**src/rtl/xor_parity_rx_if.sv**
```systemverilog
// Receive-side bundle for the XOR-parity serial link: serial line in, byte and status out.
// The receiver takes the master view; the byte consumer (and line driver) takes the slave view.
interface xor_parity_rx_if #(
    parameter int DATA_BITS = 8
);
    logic                 rx_in;
    logic [DATA_BITS-1:0] data_out;
    logic                 data_valid;
    logic                 parity_err;
    logic                 frame_err;
    logic                 busy;

    modport master (
        input  rx_in,
        output data_out,
        output data_valid,
        output parity_err,
        output frame_err,
        output busy
    );

    modport slave (
        output rx_in,
        input  data_out,
        input  data_valid,
        input  parity_err,
        input  frame_err,
        input  busy
    );
endinterface

```
**src/rtl/xor_parity_rx.sv**
```systemverilog
// UART-style frame receiver with XOR parity: start, DATA_BITS data (LSB first), parity, stop.
// Flags parity and framing errors alongside a one-cycle data_valid strobe.
module xor_parity_rx #(
    parameter int CLKS_PER_BIT = 50,
    parameter int DATA_BITS    = 8,
    parameter int PARITY_ODD   = 0
) (
    input  logic             clk,
    input  logic             rst,
    xor_parity_rx_if.master  bus
);

    localparam int HALF = CLKS_PER_BIT / 2;
    localparam int CW   = $clog2(CLKS_PER_BIT);
    localparam int BW   = $clog2(DATA_BITS);

    typedef enum logic [2:0] {
        WAIT_HIGH,
        IDLE,
        START,
        DATA,
        PARITY,
        STOP
    } state_t;

    state_t               state;
    state_t               state_next;
    logic                 rx_meta;
    logic                 rx_s;
    logic [CW-1:0]        cyc_cnt;
    logic [BW-1:0]        bit_cnt;
    logic [DATA_BITS-1:0] shreg;
    logic                 parity;
    logic [DATA_BITS-1:0] data_q;
    logic                 valid_q;
    logic                 perr_q;
    logic                 ferr_q;

    logic half_tick;
    logic bit_tick;
    logic last_bit;
    logic busy_c;
    logic start_ok;
    logic sample_data;
    logic sample_par;
    logic frame_done;

    assign half_tick = (cyc_cnt == CW'(HALF - 1));
    assign bit_tick  = (cyc_cnt == CW'(CLKS_PER_BIT - 1));
    assign last_bit  = (bit_cnt == BW'(DATA_BITS - 1));

    always_ff @(posedge clk) begin
        if (rst) begin
            state <= WAIT_HIGH;
        end else begin
            state <= state_next;
        end
    end

    // WAIT_HIGH keeps a line held low (or in break) from looking like a stream of start bits.
    always_comb begin
        state_next = state;
        case (state)
            WAIT_HIGH: if (rx_s)      state_next = IDLE;
            IDLE:      if (!rx_s)     state_next = START;
            START:     if (half_tick) state_next = rx_s ? IDLE : DATA;
            DATA:      if (bit_tick && last_bit) state_next = PARITY;
            PARITY:    if (bit_tick)  state_next = STOP;
            STOP:      if (bit_tick)  state_next = rx_s ? IDLE : WAIT_HIGH;
            default:   state_next = WAIT_HIGH;
        endcase
    end

    always_comb begin
        busy_c      = 1'b0;
        start_ok    = 1'b0;
        sample_data = 1'b0;
        sample_par  = 1'b0;
        frame_done  = 1'b0;
        case (state)
            START: begin
                busy_c   = 1'b1;
                start_ok = half_tick && !rx_s;
            end
            DATA: begin
                busy_c      = 1'b1;
                sample_data = bit_tick;
            end
            PARITY: begin
                busy_c     = 1'b1;
                sample_par = bit_tick;
            end
            STOP: begin
                busy_c     = 1'b1;
                frame_done = bit_tick;
            end
            default: ;
        endcase
    end

    // The cycle counter restarts at mid-start so every later sample lands mid-bit.
    always_ff @(posedge clk) begin
        if (rst) begin
            rx_meta <= 1'b0;
            rx_s    <= 1'b0;
            cyc_cnt <= '0;
            bit_cnt <= '0;
            shreg   <= '0;
            parity  <= 1'b0;
            data_q  <= '0;
            valid_q <= 1'b0;
            perr_q  <= 1'b0;
            ferr_q  <= 1'b0;
        end else begin
            rx_meta <= bus.rx_in;
            rx_s    <= rx_meta;

            if (!busy_c) begin
                cyc_cnt <= '0;
            end else if ((state == START) ? half_tick : bit_tick) begin
                cyc_cnt <= '0;
            end else begin
                cyc_cnt <= cyc_cnt + 1'b1;
            end

            if (start_ok) begin
                bit_cnt <= '0;
                parity  <= (PARITY_ODD != 0);
            end else if (sample_data) begin
                bit_cnt <= bit_cnt + 1'b1;
                shreg   <= {rx_s, shreg[DATA_BITS-1:1]};
                parity  <= parity ^ rx_s;
            end else if (sample_par) begin
                parity  <= parity ^ rx_s;
            end

            valid_q <= frame_done;
            perr_q  <= frame_done & parity;
            ferr_q  <= frame_done & ~rx_s;
            if (frame_done) begin
                data_q <= shreg;
            end
        end
    end

    assign bus.data_out   = data_q;
    assign bus.data_valid = valid_q;
    assign bus.parity_err = perr_q;
    assign bus.frame_err  = ferr_q;
    assign bus.busy       = busy_c;

endmodule

```
**src/flat_wrapper.sv**
```systemverilog
// flat-port wrapper written by rule: the top's interface ports become plain ports
module xor_parity_rx_flat 
#(
    parameter int CLKS_PER_BIT = 50,
    parameter int DATA_BITS    = 8,
    parameter int PARITY_ODD   = 0
)
  (clk, rst, bus_rx_in, bus_data_out, bus_data_valid, bus_parity_err, bus_frame_err, bus_busy);
  xor_parity_rx_if #(.DATA_BITS(DATA_BITS)) bus_i ();
  input  logic clk;
  input  logic rst;
  input wire logic [$bits(bus_i.rx_in)-1:0] bus_rx_in;
  output wire logic [$bits(bus_i.data_out)-1:0] bus_data_out;
  output wire logic [$bits(bus_i.data_valid)-1:0] bus_data_valid;
  output wire logic [$bits(bus_i.parity_err)-1:0] bus_parity_err;
  output wire logic [$bits(bus_i.frame_err)-1:0] bus_frame_err;
  output wire logic [$bits(bus_i.busy)-1:0] bus_busy;
  assign bus_i.rx_in = bus_rx_in;
  assign bus_data_out = bus_i.data_out;
  assign bus_data_valid = bus_i.data_valid;
  assign bus_parity_err = bus_i.parity_err;
  assign bus_frame_err = bus_i.frame_err;
  assign bus_busy = bus_i.busy;
  xor_parity_rx #(.CLKS_PER_BIT(CLKS_PER_BIT), .DATA_BITS(DATA_BITS), .PARITY_ODD(PARITY_ODD)) u_core (.clk(clk), .rst(rst), .bus(bus_i));
endmodule
```
**config.mk**
```make
export PLATFORM = sky130hd
export DESIGN_NAME = xor_parity_rx_flat
export DESIGN_NICKNAME = d
export VERILOG_FILES = /design/src/rtl/xor_parity_rx_if.sv /design/src/rtl/xor_parity_rx.sv /design/src/flat_wrapper.sv
export SDC_FILE = /design/constraint.sdc
export NUM_CORES = 1
export LEC_CHECK = 0
export BUFFER_PORTS_ARGS = -buffer_cell sky130_fd_sc_hd__buf_4
export CELL_PAD_IN_SITES_DETAIL_PLACEMENT = 2
export CELL_PAD_IN_SITES_GLOBAL_PLACEMENT = 2
export CORE_ASPECT_RATIO = 0.6
export CORE_MARGIN = 4
export CORE_UTILIZATION = 32
export CTS_CLUSTER_SIZE = 14
export DETAILED_ROUTE_END_ITERATION = 12
export PLACE_DENSITY = 0.78
export SLEW_MARGIN = 25
export SYNTH_ARGS = -nofsm -noshare
export SYNTH_HDL_FRONTEND = slang
export SYNTH_SLANG_ARGS = --single-unit
```
**constraint.sdc**
```tcl
create_clock -name clk -period 1.4 [get_ports clk]
set_input_delay 0 -clock clk [delete_from_list [all_inputs] [get_ports clk]]
set_output_delay 0 -clock clk [all_outputs]
set_load 0.005 [all_outputs]
```
Word level (Yosys, flattened, before mapping) --
Index checks and enable logic that the tools add are counted.
Word-level totals: flip-flop bits (word level) 34, output and inout bits 12, word-level logic and storage cells 60
Cells by class: add/subtract/negate cells 2, equality and inequality tests 14, muxes and demuxes 17, bitwise gates (word level) 6, reductions and logical operators 10
Operator list (number):
- two-way mux 3 bit | 6
- one-hot mux 3 bit (6 select lines) | 1
- != test 2 x 1 -> 1 bit (second input constant) | 5
- equality test 3 bit (second input constant) | 3
- two-way mux 1 bit | 9
- adder 6 x 1 -> 6 bit (second input constant) | 1
- equality test 3 x 2 -> 1 bit (second input constant) | 2
- equality test 6 x 5 -> 1 bit (second input constant) | 1
- equality test 6 bit (second input constant) | 1
- AND reduction 6 bit | 1
- OR reduction 4 bit | 1
- adder 3 x 1 -> 3 bit (second input constant) | 1
- equality test 3 x 1 -> 1 bit (second input constant) | 1
- logical NOT 3 bit | 1
- inverter 1 bit | 3
- OR reduction 3 bit | 1
- AND 1 bit | 2
- logical AND 1 bit | 2
- two-way mux 2 bit | 1
- != test 2 bit (second input constant) | 1
- AND reduction 2 bit | 1
- nonzero test 2 bit | 1
- OR reduction 2 bit | 1
- logical NOT 1 bit | 1
- bitwise XOR 1 bit | 1

Longest topological paths before layout --
Gate-level depths: netlist of run 1.
depth after elaboration 5, depth in mapped cells 8

Least setup slack after synthesis of run 1 --
No wires, ideal clock.
path type reg-to-reg, start register u_core.bit_cnt[0], end register u_core.state[1], setup time 0.119 ns, arrival 1.383 ns, data required time 1.281 ns, path slack -0.102 ns, cell stages (with the launch flop) 7, clock period less this slack 1.502 ns, cell sequence dfxtp_1 > ha_1 > ha_1 > a21oi_1 > a21oi_1 > mux2_4 > o221a_1
Between the ends: cells in the longest elaborated chain, start to end 4
Ends and longest elaborated chain:
- start, declared | line xor_parity_rx.sv:31 | logic [BW-1:0] bit_cnt;
- start signal, assigned | line xor_parity_rx.sv:130 | bit_cnt <= bit_cnt + 1'b1;
- equality test 3 bit | line xor_parity_rx.sv:50 | assign last_bit = (bit_cnt == BW'(DATA_BITS - 1));
- logical AND 1 bit | line xor_parity_rx.sv:67 | DATA: if (bit_tick && last_bit) state_next = PARITY;
- != test 2 x 1 -> 1 bit (no line)
- AND reduction 6 bit (no line)
- end signal, assigned | line xor_parity_rx.sv:56 | state <= state_next;
- end, declared | line xor_parity_rx.sv:26 | state_t state;
No other way between the ends. A chain may end at the register's enable or synchronous reset.

Final worst setup path of run 1 --
start register u_core.cyc_cnt[1], end register u_core.shreg[4]
Between the ends: cells in the longest elaborated chain, start to end 5
Ends and longest elaborated chain:
- start, declared | line xor_parity_rx.sv:30 | logic [CW-1:0] cyc_cnt;
- start signal, assigned | line xor_parity_rx.sv:123 | cyc_cnt <= cyc_cnt + 1'b1;
- equality test 6 x 5 -> 1 bit | line xor_parity_rx.sv:48 | assign half_tick = (cyc_cnt == CW'(HALF - 1));
- logical AND 1 bit | line xor_parity_rx.sv:83 | start_ok = half_tick && !rx_s;
- two-way mux 1 bit | line xor_parity_rx.sv:80 | case (state)
- inverter 1 bit (no line)
- AND reduction 2 bit (no line) (*)
- end signal, assigned | line xor_parity_rx.sv:131 | shreg <= {rx_s, shreg[DATA_BITS-1:1]};
- end, declared | line xor_parity_rx.sv:32 | logic [DATA_BITS-1:0] shreg;
Every way passes the cells marked *; elsewhere a longest branch is shown, timed or not.

==> results of run 1 <==
==> worst max path at each step <==
stage / startpoint / end / slack [ns] / cells after the start
2_1_floorplan: u_core.cyc_cnt[1]$_SDFF_PP0_ / u_core.state[1]$_SDFFE_PP0P_ / -0.02 / 6
3_5_place_dp: u_core.cyc_cnt[0]$_SDFF_PP0_ / u_core.shreg[3]$_SDFFE_PP0P_ / -0.16 / 6
4_1_cts: u_core.cyc_cnt[1]$_SDFF_PP0_ / u_core.state[0]$_SDFFE_PP0P_ / -0.20 / 9
6_report: u_core.cyc_cnt[1]$_SDFF_PP0_ / u_core.shreg[4]$_SDFFE_PP0P_ / -0.21 / 9
3_3_place_gp: u_core.cyc_cnt[1]$_SDFF_PP0_ / u_core.state[1]$_SDFFE_PP0P_ / -0.08 / 8
5_1_grt: u_core.cyc_cnt[1]$_SDFF_PP0_ / u_core.state[0]$_SDFFE_PP0P_ / -0.31 / 9
==> sequential cells by signal, indices dropped and copies added (netlist names) <==
| signal | flops |
|---|---|
| u_core.parity | 1 |
| u_core.cyc_cnt | 6 |
| u_core.shreg | 8 |
| u_core.state | 3 |
| u_core.rx_meta | 1 |
| u_core.rx_s | 1 |
| u_core.bus.data_out | 8 |
| u_core.bus.frame_err | 1 |
| u_core.bit_cnt | 3 |
| u_core.bus.data_valid | 1 |
| u_core.bus.parity_err | 1 |
==> what timing repair did <==
item / 4_1_cts / 5_1_grt
hold buffers: 1 / 0
endpoints found under the setup margin: 31 / 31
pin swaps: 11 / 5
setup buffers: 2 / 2
cloned: 0 / 1
endpoints found under the hold margin: 1 / 0
resized for setup: 17 / 20
==> worst max-delay path: stages (launching register included) <==
cell     delay, ns
dfxtp_2       0.33
inv_2         0.07
ha_1          0.15
and3b_4       0.23
nand3_4       0.08
buf_4         0.16
nor2_4        0.14
buf_6         0.14
nand2_1       0.07
a21oi_1       0.17
==> synth_stat cells <==
library cell / instances
a21o_1: 1
a21oi_1: 13
a22oi_1: 1
and2_1: 1
and2_4: 1
and2b_1: 1
and2b_4: 1
and3_1: 1
and3b_4: 1
buf_2: 1
buf_4: 1
buf_6: 3
clkbuf_1: 2
clkbuf_2: 1
dfxtp_1: 34
ha_1: 5
inv_1: 6
mux2_4: 1
mux2i_1: 9
nand2_1: 24
nand2b_1: 2
nand3_1: 4
nand3_2: 2
nand3b_1: 1
nand4_1: 1
nor2_1: 19
nor2_2: 1
nor2_4: 1
nor2b_1: 3
nor3_1: 3
o211a_1: 1
o211ai_1: 1
o21ai_0: 1
o221a_1: 1
o31ai_1: 1
o32ai_1: 1
or2_1: 1
xnor2_1: 3
xor2_1: 3
==> metrics by stage <==
step	cell area [um^2]	worst slack [ns]
after floorplan	1473	-0.02436
after global placement	1749	-0.07847
after detailed placement	1749	-0.1604
after CTS	1933	-0.2018
after global routing	2023	-0.3068
final	2023	-0.2132
==> power breakdown <==
part / total (mW) / internal, mW / switching, mW
Sequential: 1.10 / 1.02 / 0.0790
Combinational: 0.759 / 0.370 / 0.389
Clock: 0.681 / 0.334 / 0.347
==> final cells by class <==
type	instances	area (um^2)
sequential	34	685.7
inverter	6	22.52
tap	60	75.07
clock inverter	2	10.01
fill	483	2211
multi-input combinational	111	849.6
timing repair buffer	38	311.5
clock buffer	5	68.82
==> cells by family after synthesis <==
| kind of cell | count (synthesis) | synth area share |
|---|---|---|
| buffers and inverters | 14 | 0.05613 |
| and+or+nand+nor | 68 | 0.2323 |
| muxes | 10 | 0.07254 |
| xor gates and xnor gates | 6 | 0.03628 |
| DFF | 34 | 0.4698 |
| AOI/OAI and AO/OA | 21 | 0.08981 |
| adders and majority gates | 5 | 0.04318 |
==> layer usage <==
metal	GRT usage	routed length, um	up-vias
met3	0.04654	140	8
met1	0.1988	2168	626
li1	-	-	595
met2	0.3497	2692	22
met5	0	0	-
met4	0.08419	106	0
==> flow_summary.toml, run 1 <==
[logic_synthesis]
synth.distinct_cells = 39
netlist_area_um2 = 1449
synth_top_area_share = 0.4698
synth_fp_nets = 166
syn_area_per_cell_um2 = 9.170
syn_inst = 158
synth.area.top_cells = "dfxtp_1 (47%), mux2i_1 (6.2%), nand2_1 (6.2%), nor2_1 (4.9%), a21oi_1 (4.5%)"
synth_seq_cells = 34
synth_seq_area_share = 0.4698
yosys_warnings = 0
yosysTopAreaCell = "dfxtp_1"

[clocking]
cts_max_path_buffers = 2
cts_root_buffer = "clkbuf_8"
cts_made_buffers = 5
cts_tree = "yes"
clk_latency_ns = 0.28
cts.clk_slew.worst_paths_ns = 0.07
cts.sinks = 34
htree_levels = 2

[worst_setup_path]
cp-end-kind = "flip-flop"
worstReg2RegStart = "u_core.cyc_cnt[1]$_SDFF_PP0_"
start_kind = "flip-flop"
cp.arrival_ns = 1.82
ff2ff_setup_slack_ns = -0.21
cp.required_ns = 1.60
cp_max_fo = 5
r2r-end = "u_core.shreg[4]$_SDFFE_PP0P_"
path_class = "flip-flop to flip-flop"
ff2ff_path_depth = 9

[sta]
worst_slack_ns = -0.2132
rsz0062_at_grt = "yes"
period_share = 1.152
period_needed_ns = 1.613
fmax_ghz = 0.6199
worst_pin_slew_ns = 0.3048
fin_hold_ws_ns = 0.08673
max_slew_margin = 0.7968
timing.setup.tns_ns = -4.837
finClkSkew_ns = 0.008062
setup_viol = 31
slew_violations = 0
hold_violations = 0

[global_route]
grt_max_degree = 25
antenna_found_initial = 0
grt-ovfl-total = 0
grt_pass1_wl_um = 7583
grt_pass1_vias = 1415
grt_use_total = 0.1860

[drt]
wl_per_cell_um = 19.95
wirelength_um = 5107
drc = 0
ant_nets = 0
avgViaCountPerCell = 4.887
drt_iter0_markers = 32
vias = 1251
firstDrtPassIters = 4

[hold_path]
hp-class = "input pin to flip-flop"
holdPathStages = 2
holdPathEnd = "u_core.bus.data_out[5]$_SDFFE_PP0P_"
hold_start = "rst"

[final_layout]
final_cells = 256
layout_common_cells = "buf_4 (33), dfxtp_1 (30), nand2_1 (18), nor2_1 (13), a21oi_1 (9)"
final_common_cell = "buf_4"
n_antenna_cell = 0
drive_gt1_frac = 0.4286
fin_nets = 204
fin_util = 0.4778
syn2layout_area_growth_pct = 39.64

[floorplanning]
dieArea_um2 = 5704
start_util = 0.3422
rows = 18
io_pins = 15
die_w_um = 94.87
die_height_um = 60.12
coreArea_um2 = 4234

[status]
outcome = "finished, violations left"
violations = "setup timing"

[run]
max_cap_viol_count = 0

[power]
p_leak_nw = 0.8201
powerDensity_nw_per_um2 = 1255
peakVddDrop_v = 0.0005703
finalPower_mw = 2.538

[place]
dp_cells = 243
port_buffers = 14
place_congestion = 0.8641
dp_hpwl_um = 2967
(Power assumes the default switching activity.)
==> inputs of run 2 (changes only) <==
--- a/config.mk
+++ b/config.mk
@@ -13,7 +13,7 @@
 export CORE_UTILIZATION = 32
 export CTS_CLUSTER_SIZE = 14
 export DETAILED_ROUTE_END_ITERATION = 12
-export PLACE_DENSITY = 0.78
+export PLACE_DENSITY = 0.8
 export SLEW_MARGIN = 25
 export SYNTH_ARGS = -nofsm -noshare
 export SYNTH_HDL_FRONTEND = slang
==> run 2 against run 1 <==
  * The run still ends with setup timing left
  * Sequential share of layout area grew 0.34 points
  * Critical path type unchanged
  * Die area is the same
  * Design area shrank 1.4%
  * Wire length shrank 3.8%
  * Critical endpoint is now u_core.state[1]$_SDFFE_PP0P_
  * Non-clock buffer count is the same
  * Power shrank 1.8%
  * Combinational power shrank 10%
  * Flip-flop and latch count is the same
==> flow_summary.toml, run 2 (synthesis results as in run 1) <==
[sta]
finClkSkew_ns = 0.003259
hold_violations = 0
worst_pin_slew_ns = 0.3282
timing.setup.tns_ns = -3.527
worst_slack_ns = -0.2152
max_slew_margin = 0.7809
slew_violations = 0
rsz0062_at_grt = "yes"
period_needed_ns = 1.615
setup_viol = 30
fmax_ghz = 0.6191
fin_hold_ws_ns = 0.08680
period_share = 1.154

[final_layout]
layout_common_cells = "buf_4 (32), dfxtp_1 (32), nand2_1 (23), nor2_1 (17), a21oi_2 (9)"
syn2layout_area_growth_pct = 37.74
fin_nets = 203
drive_gt1_frac = 0.4000
n_antenna_cell = 0
n_fill_cell = 472

[clocking]
cts_max_path_buffers = 2
cts_root_buffer = "clkbuf_8"
htree_levels = 2
cts_made_buffers = 5
cts_tree = "yes"
cts.clk_slew.worst_paths_ns = 0.07
cts.sinks = 34
clk_latency_ns = 0.29

[global_route]
grt_use_total = 0.1763
grt_pass1_wl_um = 7238
grt_max_degree = 25
grt-ovfl-total = 0
grt_pass1_vias = 1372
antenna_found_initial = 0

[drt]
ant_nets = 0
wirelength_um = 4915
vias = 1237
drt_iter0_markers = 42
drc = 0
avgViaCountPerCell = 4.851
wl_per_cell_um = 19.27
firstDrtPassIters = 4

[place]
place_congestion = 0.7637
dp_hpwl_um = 3202
port_buffers = 14

[run]
max_cap_viol_count = 0

[floorplanning]
die_height_um = 60.12
io_pins = 15
coreArea_um2 = 4234
rows = 18
die_w_um = 94.87
dieArea_um2 = 5704
start_util = 0.3422

[power]
p_leak_nw = 0.8240
peakVddDrop_v = 0.0004311
powerDensity_nw_per_um2 = 1249

[worst_setup_path]
ff2ff_path_depth = 7
start_kind = "flip-flop"
ff2ff_setup_slack_ns = -0.22
worstReg2RegStart = "u_core.cyc_cnt[1]$_SDFF_PP0_"
path_class = "flip-flop to flip-flop"
cp.required_ns = 1.59
r2r-end = "u_core.state[1]$_SDFFE_PP0P_"
cp_max_fo = 4
cp-end-kind = "flip-flop"
cp.arrival_ns = 1.80

[hold_path]
holdPathEnd = "u_core.bus.data_out[6]$_SDFFE_PP0P_"
hp-class = "input pin to flip-flop"
holdPathStages = 2
hold_start = "rst"

[status]
outcome = "finished, violations left"
violations = "setup timing"
run 2: cell types whose count changed in the layout (fill, tap and decap cells not counted), sizes merged:
| cell | delta |
|---|---|
| or2 | -1 |
run 2: per-stage QoR:
stage,instances,utilization,area (um^2),power (mW),worst slack [ns]
after floorplan,158,-,1473,1.467,-0.02436
after global placement,244,0.4149,1757,1.653,-0.09579
after detailed placement,244,0.4149,1757,1.725,-0.2315
after CTS,254,0.4480,1897,2.470,-0.1750
after global routing,255,0.4713,1996,2.621,-0.3337
final,255,0.4713,1996,2.492,-0.2152
run 2: worst max path at each step:
| stage | start | endpoint |
|---|---|---|
| 3_5_place_dp | u_core.cyc_cnt[1]$_SDFF_PP0_ | u_core.state[1]$_SDFFE_PP0P_ |
| 3_3_place_gp | u_core.cyc_cnt[1]$_SDFF_PP0_ | u_core.state[1]$_SDFFE_PP0P_ |
| 6_report | u_core.cyc_cnt[1]$_SDFF_PP0_ | u_core.state[1]$_SDFFE_PP0P_ |
| 2_1_floorplan | u_core.cyc_cnt[1]$_SDFF_PP0_ | u_core.state[1]$_SDFFE_PP0P_ |
| 4_1_cts | u_core.cyc_cnt[1]$_SDFF_PP0_ | u_core.state[1]$_SDFFE_PP0P_ |
| 5_1_grt | u_core.cyc_cnt[1]$_SDFF_PP0_ | u_core.state[1]$_SDFFE_PP0P_ |
run 2: repair_timing:
item                                   in CTS  in global routing
gates resized for setup                     7                 22
buffers inserted                            2                  1
hold buffers                                1                  0
endpoints found under the hold margin       1                  0
setup endpoints to repair                  31                 32
pin swaps                                   7                  4
run 2: metal layers:
| metal | vias up | part of all wire | track usage |
|---|---|---|---|
| li1 | 597 | - | - |
| met1 | 611 | 0.41 | 0.2005 |
| met2 | 23 | 0.54 | 0.3156 |
| met3 | 6 | 0.031 | 0.04654 |
| met4 | 0 | 0.014 | 0.07598 |
| met5 | - | 0 | 0 |
run 2: cell type report:
cell class	count	area [um^2]	area share
Multi-Input combinational cell	110	820.8	0.4113
Tap cell	60	75.07	0.03762
Timing Repair Buffer	38	315.3	0.1580
Inverter	6	22.52	0.01129
Clock buffer	5	68.82	0.03448
Clock inverter	2	10.01	0.005016
Sequential cell	34	683.2	0.3423
run 2: critical path, stage by stage, from the launching register on:
cell and delay, ns:
dfxtp_2 0.33, inv_2 0.08, ha_4 0.12, and3b_4 0.22, nand3_4 0.11, nand3b_1 0.22, o211ai_1 0.19, o221a_1 0.24
run 2: report_power, final:
| part | internal (mW) | switching (mW) | total [mW] | leakage (nW) |
|---|---|---|---|---|
| registers | 1.01 | 0.0877 | 1.10 | 0.276 |
| clock network | 0.334 | 0.376 | 0.710 | 0.0438 |
| logic | 0.340 | 0.343 | 0.683 | 0.505 |
| total | 1.68 | 0.807 | 2.49 | 0.824 |
